--- config.mk ---
export PLATFORM = sky130hd
export DESIGN_NAME = ov7670_sensor_emu
export DESIGN_NICKNAME = d
export VERILOG_FILES = /design/src/rtl/ov7670_pkg.sv /design/src/rtl/ov7670_pattern.sv /design/src/rtl/ov7670_sensor_emu.sv
export SDC_FILE = /design/constraint.sdc
export NUM_CORES = 1
export LEC_CHECK = 0
export ABC_CLOCK_PERIOD_IN_PS = 10700
export CORE_AREA = 2 2 147 149
export CTS_CLUSTER_DIAMETER = 120
export DETAILED_ROUTE_END_ITERATION = 10
export DIE_AREA = 0 0 149 151
export DONT_BUFFER_PORTS = 1
export SYNTH_ARGS = -nofsm -noshare
export SYNTH_HDL_FRONTEND = slang
export SYNTH_HIERARCHICAL = 1
export SYNTH_SLANG_ARGS = --single-unit
--- constraint.sdc ---
create_clock -name clk100 -period 10.7 [get_ports clk100]
set_input_delay 2.14 -clock clk100 [delete_from_list [all_inputs] [get_ports clk100]]
set_output_delay 2.14 -clock clk100 [all_outputs]
set_load 0.02 [all_outputs]
--- src/rtl/ov7670_pkg.sv ---
// rtl/ov7670_pkg.sv - shared state encodings, mode codes and bar colour table
package ov7670_pkg;

    localparam logic [2:0] ST_IDLE   = 3'd0;
    localparam logic [2:0] ST_VSYNC  = 3'd1;
    localparam logic [2:0] ST_VBP    = 3'd2;
    localparam logic [2:0] ST_ACTIVE = 3'd3;
    localparam logic [2:0] ST_VFP    = 3'd4;

    localparam logic [1:0] MODE_BARS  = 2'd0;
    localparam logic [1:0] MODE_GRAD  = 2'd1;
    localparam logic [1:0] MODE_SOLID = 2'd2;
    localparam logic [1:0] MODE_RSVD  = 2'd3;

    // RGB565 colour of each of the eight vertical bars, left to right
    function automatic logic [15:0] bar_colour(input logic [2:0] idx);
        case (idx)
            3'd0:    return 16'hFFFF;
            3'd1:    return 16'hFFE0;
            3'd2:    return 16'h07FF;
            3'd3:    return 16'h07E0;
            3'd4:    return 16'hF81F;
            3'd5:    return 16'hF800;
            3'd6:    return 16'h001F;
            default: return 16'h0000;
        endcase
    endfunction

endpackage

--- src/rtl/ov7670_pattern.sv ---
// rtl/ov7670_pattern.sv - combinational test-pattern pixel generator
// Ports: mode (pattern select), x/y (0-based active coordinates),
//        solid (latched colour), rgb (RGB565 pixel out)
module ov7670_pattern
    import ov7670_pkg::*;
#(
    parameter int H_ACTIVE = 640
) (
    input  logic [1:0]  mode,
    input  logic [15:0] x,
    input  logic [15:0] y,
    input  logic [15:0] solid,
    output logic [15:0] rgb
);

    localparam int          BAR_W   = (H_ACTIVE / 8 > 0) ? H_ACTIVE / 8 : 1;
    localparam logic [15:0] BAR_W16 = 16'(BAR_W);

    logic [15:0] bar_idx;

    always_comb begin
        // pixels beyond 8*BAR_W (H_ACTIVE not a multiple of 8) stay in the last bar
        bar_idx = x / BAR_W16;
        if (bar_idx > 16'd7) begin
            bar_idx = 16'd7;
        end
        case (mode)
            MODE_GRAD:  rgb = x + y;
            MODE_SOLID: rgb = solid;
            MODE_BARS,
            MODE_RSVD:  rgb = bar_colour(bar_idx[2:0]);
            default:    rgb = bar_colour(bar_idx[2:0]);
        endcase
    end

endmodule

--- src/rtl/ov7670_sensor_emu.sv ---
// rtl/ov7670_sensor_emu.sv - OV7670 camera output emulator (PCLK/VSYNC/HREF/D)
// Ports: clk100/reset (async high), enable (run request), mode/solid_rgb
//        (pattern, latched at frame start), ov_pclk/ov_vsync/ov_href/ov_d
//        (sensor bus), frame_done (one-cycle end-of-frame pulse)
module ov7670_sensor_emu
    import ov7670_pkg::*;
#(
    parameter int H_ACTIVE  = 640,
    parameter int H_TOTAL   = 784,
    parameter int V_ACTIVE  = 480,
    parameter int VS_LINES  = 3,
    parameter int VBP_LINES = 17,
    parameter int V_TOTAL   = 510,
    parameter int PCLK_DIV  = 4
) (
    input  logic        clk100,
    input  logic        reset,
    input  logic        enable,
    input  logic [1:0]  mode,
    input  logic [15:0] solid_rgb,
    output logic        ov_pclk,
    output logic        ov_vsync,
    output logic        ov_href,
    output logic [7:0]  ov_d,
    output logic        frame_done
);

    localparam int HALF = PCLK_DIV / 2;
    localparam int DW   = (HALF > 1) ? $clog2(HALF) : 1;
    localparam int PW   = $clog2(2 * H_TOTAL + 1);
    localparam int LW   = $clog2(V_TOTAL + 1);

    localparam logic [DW-1:0] DIV_LAST  = DW'(HALF - 1);
    localparam logic [PW-1:0] PIX_LAST  = PW'(2 * H_TOTAL - 1);
    localparam logic [PW-1:0] HREF_END  = PW'(2 * H_ACTIVE);
    localparam logic [LW-1:0] LINE_LAST = LW'(V_TOTAL - 1);
    localparam logic [LW-1:0] VBP_START = LW'(VS_LINES);
    localparam logic [LW-1:0] ACT_START = LW'(VS_LINES + VBP_LINES);
    localparam logic [LW-1:0] VFP_START = LW'(VS_LINES + VBP_LINES + V_ACTIVE);

    logic [2:0]    state_q, state_d;
    logic [DW-1:0] div_q, div_d;
    logic          pclk_q, pclk_d;
    logic          first_q, first_d;
    logic [PW-1:0] pix_q, pix_d;
    logic [LW-1:0] line_q, line_d;
    logic [1:0]    mode_q, mode_d;
    logic [15:0]   solid_q, solid_d;
    logic          vsync_q, vsync_d;
    logic          href_q, href_d;
    logic [7:0]    data_q, data_d;
    logic          done_q, done_d;

    logic [PW-1:0] nxt_pix;
    logic [LW-1:0] nxt_line;
    logic          frame_end;
    logic          pclk_fall;
    logic [15:0]   pat_x, pat_y, pix_rgb;

    function automatic logic [2:0] line_state(input logic [LW-1:0] l);
        if (l < VBP_START) return ST_VSYNC;
        if (l < ACT_START) return ST_VBP;
        if (l < VFP_START) return ST_ACTIVE;
        return ST_VFP;
    endfunction

    // Slot to present at the next PCLK fall. The first fall after leaving
    // IDLE presents slot 0 itself rather than advancing past it.
    always_comb begin
        nxt_pix   = pix_q;
        nxt_line  = line_q;
        frame_end = 1'b0;
        if (!first_q) begin
            if (pix_q != PIX_LAST) begin
                nxt_pix = pix_q + PW'(1);
            end else begin
                nxt_pix = '0;
                if (line_q != LINE_LAST) begin
                    nxt_line = line_q + LW'(1);
                end else begin
                    nxt_line  = '0;
                    frame_end = 1'b1;
                end
            end
        end
        pat_x = 16'(nxt_pix >> 1);
        pat_y = 16'(nxt_line - ACT_START);
    end

    ov7670_pattern #(
        .H_ACTIVE (H_ACTIVE)
    ) u_pattern (
        .mode  (mode_q),
        .x     (pat_x),
        .y     (pat_y),
        .solid (solid_q),
        .rgb   (pix_rgb)
    );

    always_comb begin
        state_d   = state_q;
        div_d     = div_q;
        pclk_d    = pclk_q;
        first_d   = first_q;
        pix_d     = pix_q;
        line_d    = line_q;
        mode_d    = mode_q;
        solid_d   = solid_q;
        vsync_d   = vsync_q;
        href_d    = href_q;
        data_d    = data_q;
        done_d    = 1'b0;
        pclk_fall = 1'b0;

        if (state_q == ST_IDLE) begin
            div_d  = '0;
            pclk_d = 1'b0;
            if (enable) begin
                state_d = ST_VSYNC;
                pix_d   = '0;
                line_d  = '0;
                first_d = 1'b1;
                mode_d  = mode;
                solid_d = solid_rgb;
            end
        end else if (div_q == DIV_LAST) begin
            div_d     = '0;
            pclk_d    = ~pclk_q;
            pclk_fall = pclk_q;
        end else begin
            div_d = div_q + DW'(1);
        end

        // Bus outputs only move on the falling PCLK edge so they are settled
        // for the receiver's rising-edge capture.
        if (pclk_fall) begin
            first_d = 1'b0;
            pix_d   = nxt_pix;
            line_d  = nxt_line;
            done_d  = frame_end;
            if (frame_end && !enable) begin
                state_d = ST_IDLE;
                vsync_d = 1'b0;
                href_d  = 1'b0;
                data_d  = 8'h00;
            end else begin
                if (frame_end) begin
                    mode_d  = mode;
                    solid_d = solid_rgb;
                end
                state_d = line_state(nxt_line);
                vsync_d = (state_d == ST_VSYNC);
                href_d  = (state_d == ST_ACTIVE) && (nxt_pix < HREF_END);
                if (!href_d) begin
                    data_d = 8'h00;
                end else if (nxt_pix[0]) begin
                    data_d = pix_rgb[7:0];
                end else begin
                    data_d = pix_rgb[15:8];
                end
            end
        end
    end

    always_ff @(posedge clk100 or posedge reset) begin
        if (reset) begin
            state_q <= ST_IDLE;
            div_q   <= '0;
            pclk_q  <= 1'b0;
            first_q <= 1'b0;
            pix_q   <= '0;
            line_q  <= '0;
            mode_q  <= '0;
            solid_q <= '0;
            vsync_q <= 1'b0;
            href_q  <= 1'b0;
            data_q  <= '0;
            done_q  <= 1'b0;
        end else begin
            state_q <= state_d;
            div_q   <= div_d;
            pclk_q  <= pclk_d;
            first_q <= first_d;
            pix_q   <= pix_d;
            line_q  <= line_d;
            mode_q  <= mode_d;
            solid_q <= solid_d;
            vsync_q <= vsync_d;
            href_q  <= href_d;
            data_q  <= data_d;
            done_q  <= done_d;
        end
    end

    assign ov_pclk    = pclk_q;
    assign ov_vsync   = vsync_q;
    assign ov_href    = href_q;
    assign ov_d       = data_q;
    assign frame_done = done_q;

endmodule

==> results of run 1 <==
[final cells by class]
cell class	instances	area, um2
sequential	55	1376
tap	275	344.1
clock buffer	7	152.6
clock inverter	1	7.507
inverter	24	90.09
timing repair buffer	8	60.06
fill	2297	15120
multi-input combinational	533	3669
[state kept, by name (all words and copies together) (netlist names)]
signal / cells
ov_pclk: 1
state_q: 3
line_q: 9
ov_href: 1
frame_done: 1
pix_q: 11
div_q: 1
solid_q: 16
ov_d: 8
mode_q: 2
ov_vsync: 1
first_q: 1
[worst paths after layout]
check | slack (ns) | from | endpoint
worst min register to register | 0.47 | div_q | div_q
worst max register to register | 5.79 | pix_q[0] | ov_d[7]
max in group asynchronous | 8.32 | reset | pix_q[6]
worst min-delay path | 0.47 | div_q | div_q
worst max-delay path | 5.79 | pix_q[0] | ov_d[7]
min in group asynchronous | 1.92 | reset | line_q[7]
[cell families (layout without fill, tap and decap cells)]
family | Yosys count | count (layout)
DFF | 55 | 55
xor gates and xnor gates | 31 | 31
and+or+nand+nor | 223 | 223
buffers and inverters | 58 | 40
adders and majority gates | 22 | 22
AOI/OAI and AO/OA | 189 | 189
other | 1 | 35
muxes | 33 | 33
[synthesized netlist by cell type (all sizes together), types with 4 or more instances]
master / count
nand2: 63
clkbuf: 19
nand4: 7
nand3: 20
a211oi: 11
nor3: 17
and2: 9
xnor2: 21
or3: 5
mux2i: 13
a21o: 10
o31a: 4
mux2: 20
o41ai: 5
xor2: 10
nor2b: 4
a22o: 6
buf: 15
dfrtp: 55
a41oi: 4
nor4: 6
a31oi: 11
o211ai: 6
a21oi: 30
and4: 4
ha: 21
nand2b: 11
a22oi: 6
o21ai: 64
inv: 22
and3: 4
nor2: 41
[power groups by stage]
stage / Sequential [mW] / Clock, mW / Combinational (mW)
6_report: 0.208 / 0.176 / 0.0749
5_1_grt: 0.208 / 0.188 / 0.0832
4_1_cts: 0.208 / 0.180 / 0.0689
3_5_place_dp: 0.212 / 0 / 0.0687
3_3_place_gp: 0.212 / 0 / 0.0691
2_1_floorplan: 0.212 / 0 / 0.0627
[per-stage QoR]
step                hold WS [ns]  util [%]  worst slack (ns)  power (mW)  area (um2)
global route              0.5035     27.37             5.409      0.4786        5699
finish                    0.4735     27.37             5.790      0.4582        5699
detailed placement        0.4655     26.60             5.900      0.2804        5539
global placement          0.4579     26.60             5.852      0.2808        5539
CTS                       0.4756     27.37             5.846      0.4565        5699
floorplan                 0.4469         -             6.394      0.2745        5305
[per-layer routing]
metal / vias up / track usage [%] / share of wire [%]
met5: - / 0 / 0
li1: 2267 / - / -
met4: 0 / 3.190 / 1.5
met2: 119 / 18.94 / 46
met1: 2128 / 16.12 / 48
met3: 14 / 1.295 / 4.7
[cells in the final DEF, fill, tap and decap left out, types with 10 or more instances in the layout]
cell	Yosys	routed
nand2_1	62	62
dfrtp_1	55	55
o21ai_0	43	43
nor2_1	39	39
conb_1	1	35
a21oi_1	28	28
inv_1	22	21
xnor2_1	21	21
ha_1	21	21
o21ai_1	20	20
nand3_1	19	19
nor3_1	17	17
mux2i_1	13	13
nand2b_1	11	11
a211oi_1	11	11
xor2_1	10	10
a31oi_1	10	10
a21o_1	10	10
mux2_4	10	10
[critical path, cell delays in order (launching register included)]
cell and delay (ns):
dfrtp_1 0.41, ha_1 0.21, and4b_1 0.36, nand4_4 0.31
or3_1 0.42, o21ai_0 0.17, ha_1 0.30, a21o_1 0.15
a21oi_1 0.22, o21ai_0 0.11, a21oi_1 0.20, nand2b_1 0.13
a21oi_1 0.08, o31a_1 0.26, o41ai_1 0.46, o21ai_0 0.27
a31oi_1 0.27, xnor2_1 0.14, a21oi_1 0.09, mux2i_1 0.14
o21ai_1 0.08
==> flow_summary.json, run 1 <==
{
  "grt_pass1_vias": 4196,
  "wl_per_cell_um": 14.29,
  "antenna_found_initial": 0,
  "clockRootBuffer": "clkbuf_16",
  "yosys.area.top_type": "dfrtp_1",
  "hold_violations": 0,
  "first_pass_iters": 5,
  "final-setup-viol-count": 0,
  "final_nets": 670,
  "worstPathArrival_ns": 5.08,
  "grt_pass1_wl_um": 21320,
  "antennaDiodeCount": 0,
  "critPathRequiredTime_ns": 10.87,
  "ys_seq_elements": 55,
  "numPortBuffers": 0,
  "internal_power_uw": 335.3,
  "row_count": 53,
  "clockBufferDepth": 2,
  "clock_power_share_pct": 38.3,
  "ios": 33,
  "period_share_pct": 45.88,
  "max_freq_ghz": 0.2037,
  "p_comb_share_pct": 16.4,
  "hold_buffers": 0,
  "muxShareOfSynthArea_pct": 7.588,
  "p_sw_share_pct": 26.83,
  "die_y_um": 151,
  "vias_per_cell": 5.014,
  "clk_pin_slew_ns": 0.07,
  "critical_path_class": "flip-flop to flip-flop",
  "place.gp.congestion": 0.8368,
  "finalCriticalPeriod_ns": 4.910,
  "yosysSeqAreaShare_pct": 26.58,
  "p_per_area_mw_per_mm2": 80.40,
  "instances_no_fill": 903,
  "hold_path_class": "flip-flop to flip-flop",
  "drive_gt1_share_pct": 9.713,
  "postCtsSetupBuffers": 0,
  "p_leak_nw": 2.434,
  "drtAntennaViolNets": 0,
  "tns_ns": 0,
  "overflow": 0,
  "ctsResizeCount": 0,
  "synth_compound_area_share_pct": 26.29,
  "dp_hpwl_um": 9714,
  "cp_max_fo": 19,
  "route.detailed.drc": 0,
  "synth-edff-count": 0,
  "outcome": "finished clean",
  "async_flop_share_pct": 100.0,
  "power.switching_uw": 123.0,
  "cts-buffers-inserted": 5,
  "grt_max_degree": 56,
  "min_path_cells": 1,
  "synthSimpleGateAreaFrac_pct": 23.73,
  "relSlewSlack_pct": 47.03,
  "cts_tree": "done",
  "rsz0062_at_grt": "false",
  "maxSlewViolCount": 0,
  "cts.sinks": 55,
  "die_w_um": 149,
  "syn_to_final_growth_pct": 10.08,
  "synthAdderAreaFrac_pct": 5.462,
  "seq_power_share_pct": 45.3,
  "synth_top_cells_by_area": "dfrtp_1, ha_1, nand2_1",
  "cap_viol_max_count": 0,
  "htreeDepth": 2,
  "synth_top_area_share_pct": 26.58,
  "drt_iter0_drc": 432,
  "yosysWarnings": 6,
  "cp-end-kind": "flip-flop",
  "synth_area_mm2": 0.005177,
  "clock_skew_ns": 0.01243,
  "via_count": 4528,
  "syn-mean-instance-area_um2": 8.460,
  "ys_types": 90,
  "wl_um": 12900,
  "synth_top_family_by_area": "compound AO/OA/AOI/OAI gates",
  "r2r_cells": 20,
  "tightest_slew_ns": 0.7889,
  "core_mm2": 0.02082,
  "synth-xor-area-share_pct": 5.244,
  "numPlacedInstances": 895,
  "cp-start-kind": "flip-flop",
  "ys.flop_type": "dfrtp_1",
  "initial_core_util_pct": 24.86,
  "syn_inst": 612,
  "die-area_mm2": 0.02250,
  "clock_latency_ns": 0.30,
  "vdd_drop_max_mv": 0.05995,
  "grt_util_all_layers_pct": 11.55
}
(Power assumes the default switching activity.)
==> inputs of run 2 (changes only) <==
--- a/config.mk
+++ b/config.mk
@@ -5,7 +5,7 @@
 export SDC_FILE = /design/constraint.sdc
 export NUM_CORES = 1
 export LEC_CHECK = 0
-export ABC_CLOCK_PERIOD_IN_PS = 10700
+export ABC_CLOCK_PERIOD_IN_PS = 5000
 export CORE_AREA = 2 2 147 149
 export CTS_CLUSTER_DIAMETER = 120
 export DETAILED_ROUTE_END_ITERATION = 10
==> constraint.sdc (replaced) <==
create_clock -name clk100 -period 5 [get_ports clk100]
set_input_delay 1 -clock clk100 [delete_from_list [all_inputs] [get_ports clk100]]
set_output_delay 1 -clock clk100 [all_outputs]
set_load 0.02 [all_outputs]
==> run 2 against run 1 <==
- final area up 1.2%
- highest routed layer unchanged
- critical endpoint is now ov_d[6]
- critical path depth increased by 1
- final cell count grew 0.78%
- largest power group unchanged
- setup slack got worse by 5.3 ns
- sequential share of layout area fell by 0.29 points
- flip-flop and latch count did not move
- utilization is 0.34 points higher
- register-to-register slack got worse by 5.3 ns
==> flow_summary.json, run 2 (synthesized netlist as in run 1, its figures left out) <==
{
  "wl_um": 13180,
  "syn_to_final_growth_pct": 11.43,
  "design_area_mm2": 0.005769,
  "p_per_area_mw_per_mm2": 174.9,
  "dp_hpwl_um": 9924,
  "internal_power_uw": 740.9,
  "overflow": 0,
  "cts_tree": "done",
  "timing.rr.end": "ov_d[6]",
  "outcome": "finished clean",
  "rsz0062_at_grt": "false",
  "grt_pass1_vias": 4282,
  "die_w_um": 149,
  "tns_ns": 0,
  "reg.largest.list": "solid_q x16, pix_q x11, line_q x9",
  "largest_reg_flops": 16,
  "p_leak_nw": 2.475,
  "grt_pass1_wl_um": 21710,
  "relSlewSlack_pct": 51.34,
  "hold_violations": 0,
  "finalCriticalPeriod_ns": 4.528,
  "route.detailed.drc": 0,
  "r2r-start": "line_q[1]",
  "wl_per_cell_um": 14.49,
  "drtAntennaViolNets": 0,
  "hold_buffers": 0,
  "vias_per_cell": 5.075,
  "worstPathArrival_ns": 4.69,
  "cts.sinks": 55,
  "p_total_mw": 1.009,
  "r2r_slack_ns": 0.47,
  "clock_power_share_pct": 40.0,
  "clock_latency_ns": 0.29,
  "initial_core_util_pct": 24.86,
  "die-area_mm2": 0.02250,
  "critPathRequiredTime_ns": 5.16,
  "r2r_cells": 21,
  "min_path_cells": 1,
  "p_comb_share_pct": 16.0,
  "grt_max_degree": 32,
  "ios": 33,
  "top_register": "solid_q",
  "grt_util_all_layers_pct": 11.63,
  "die_y_um": 151,
  "core_mm2": 0.02082,
  "cap_viol_max_count": 0,
  "antenna_found_initial": 0,
  "place.gp.congestion": 0.8906,
  "layout_common_cells": "nand2_1, dfrtp_1, o21ai_0",
  "clock_skew_ns": 0.009630,
  "power.switching_uw": 268.3,
  "clk_pin_slew_ns": 0.08,
  "seq_power_share_pct": 44.0,
  "placed_area_mm2": 0.005592,
  "period_share_pct": 90.56,
  "via_count": 4618,
  "final-setup-viol-count": 0,
  "p_sw_share_pct": 26.58,
  "drive_gt1_share_pct": 11.02,
  "drt_iter0_drc": 325,
  "tightest_slew_ns": 0.7299,
  "critical_path_class": "flip-flop to flip-flop",
  "first_pass_iters": 5,
  "worstHoldStart": "div_q",
  "cp-start-kind": "flip-flop",
  "max_freq_ghz": 0.2208,
  "hold_end": "div_q",
  "numPortBuffers": 0,
  "final_common_cell": "nand2_1",
  "cts-buffers-inserted": 5,
  "final_nets": 677,
  "hold_path_class": "flip-flop to flip-flop",
  "cp-end-kind": "flip-flop",
  "maxSlewViolCount": 0,
  "vdd_drop_max_mv": 0.1574,
  "htreeDepth": 2,
  "clockBufferDepth": 2,
  "row_count": 53,
  "clockRootBuffer": "clkbuf_16",
  "antennaDiodeCount": 0,
  "cp_max_fo": 8
}
-- run 2: cell count changes in the layout (fill, tap and decap cells not counted), sizes merged --
cell | before | now
clkbuf | 7 | 5
buf | 8 | 15
clkinvlp | 1 | 0
clkinv | 2 | 4
bufinv | 0 | 1
-- run 2: per-stage QoR --
step / setup slack (ns) / cells / utilization [%] / hold slack (ns)
after floorplan: 0.6944 / 646 / - / 0.4469
after global placement: 0.4398 / 902 / 26.85 / 0.4571
after detailed placement: 0.3652 / 902 / 26.85 / 0.4693
after CTS: 0.3376 / 910 / 27.66 / 0.4802
after global routing: 0.03288 / 910 / 27.71 / 0.5036
final: 0.4720 / 910 / 27.71 / 0.4783
-- run 2: power groups by stage --
stage / Combinational (mW) / Clock (mW) / Sequential [mW]
after floorplan: 0.134 / 0 / 0.453
after global placement: 0.147 / 0 / 0.453
after detailed placement: 0.149 / 0 / 0.453
after CTS: 0.149 / 0.412 / 0.444
after global routing: 0.178 / 0.427 / 0.444
final: 0.161 / 0.403 / 0.444
-- run 2: worst max-delay path, stage by stage (launching register included) --
cell and delay, ns:
dfrtp_1 0.48, inv_1 0.10, ha_1 0.22, and4_1 0.25
a21o_1 0.19, a21oi_1 0.26, inv_1 0.17, ha_1 0.28
xor2_1 0.19, ha_1 0.34, a21boi_0 0.15, o21ai_0 0.22
a21oi_1 0.11, o21ai_0 0.22, a21oi_1 0.12, o21ai_0 0.25
a21oi_1 0.15, a31oi_1 0.23, mux2i_1 0.20, a31oi_1 0.05
mux2i_1 0.14, o21ai_1 0.08
-- run 2: metal layers --
metal / share of wire (%) / up-vias / wire length, um / track usage [%]
li1: - / 2289 / - / -
met1: 49 / 2206 / 6473 / 16.37
met2: 47 / 112 / 6131 / 19.65
met3: 3.4 / 11 / 454 / 0.9639
met4: 0.93 / 0 / 123 / 2.143
met5: 0 / - / 0 / 0
-- run 2: worst max-delay path by stage --
| stage | start | to | slack, ns | cells after the start |
|---|---|---|---|---|
| floorplan | pix_q[0] | ov_d[7] | 0.69 | 22 |
| global placement | pix_q[0] | ov_d[7] | 0.44 | 20 |
| detailed placement | pix_q[0] | ov_d[7] | 0.37 | 20 |
| CTS | pix_q[0] | ov_d[7] | 0.34 | 20 |
| global route | pix_q[0] | ov_d[6] | 0.03 | 21 |
| finish | line_q[1] | ov_d[6] | 0.47 | 21 |
-- run 2: what timing repair did --
item,4_1_cts,5_1_grt
setup endpoints to repair,0,3
gates resized for setup,0,2
hold endpoints to repair,0,0
buffers inserted,0,0
-- run 2: final cells by class --
| class | count | area (um2) |
|---|---|---|
| fill | 2293 | 15050 |
| timing repair buffer | 15 | 112.6 |
| clock buffer | 5 | 125.1 |
| clock inverter | 3 | 43.79 |
| inverter | 24 | 90.09 |
| sequential | 55 | 1376 |
| multi-input combinational | 533 | 3677 |
| tap | 275 | 344.1 |
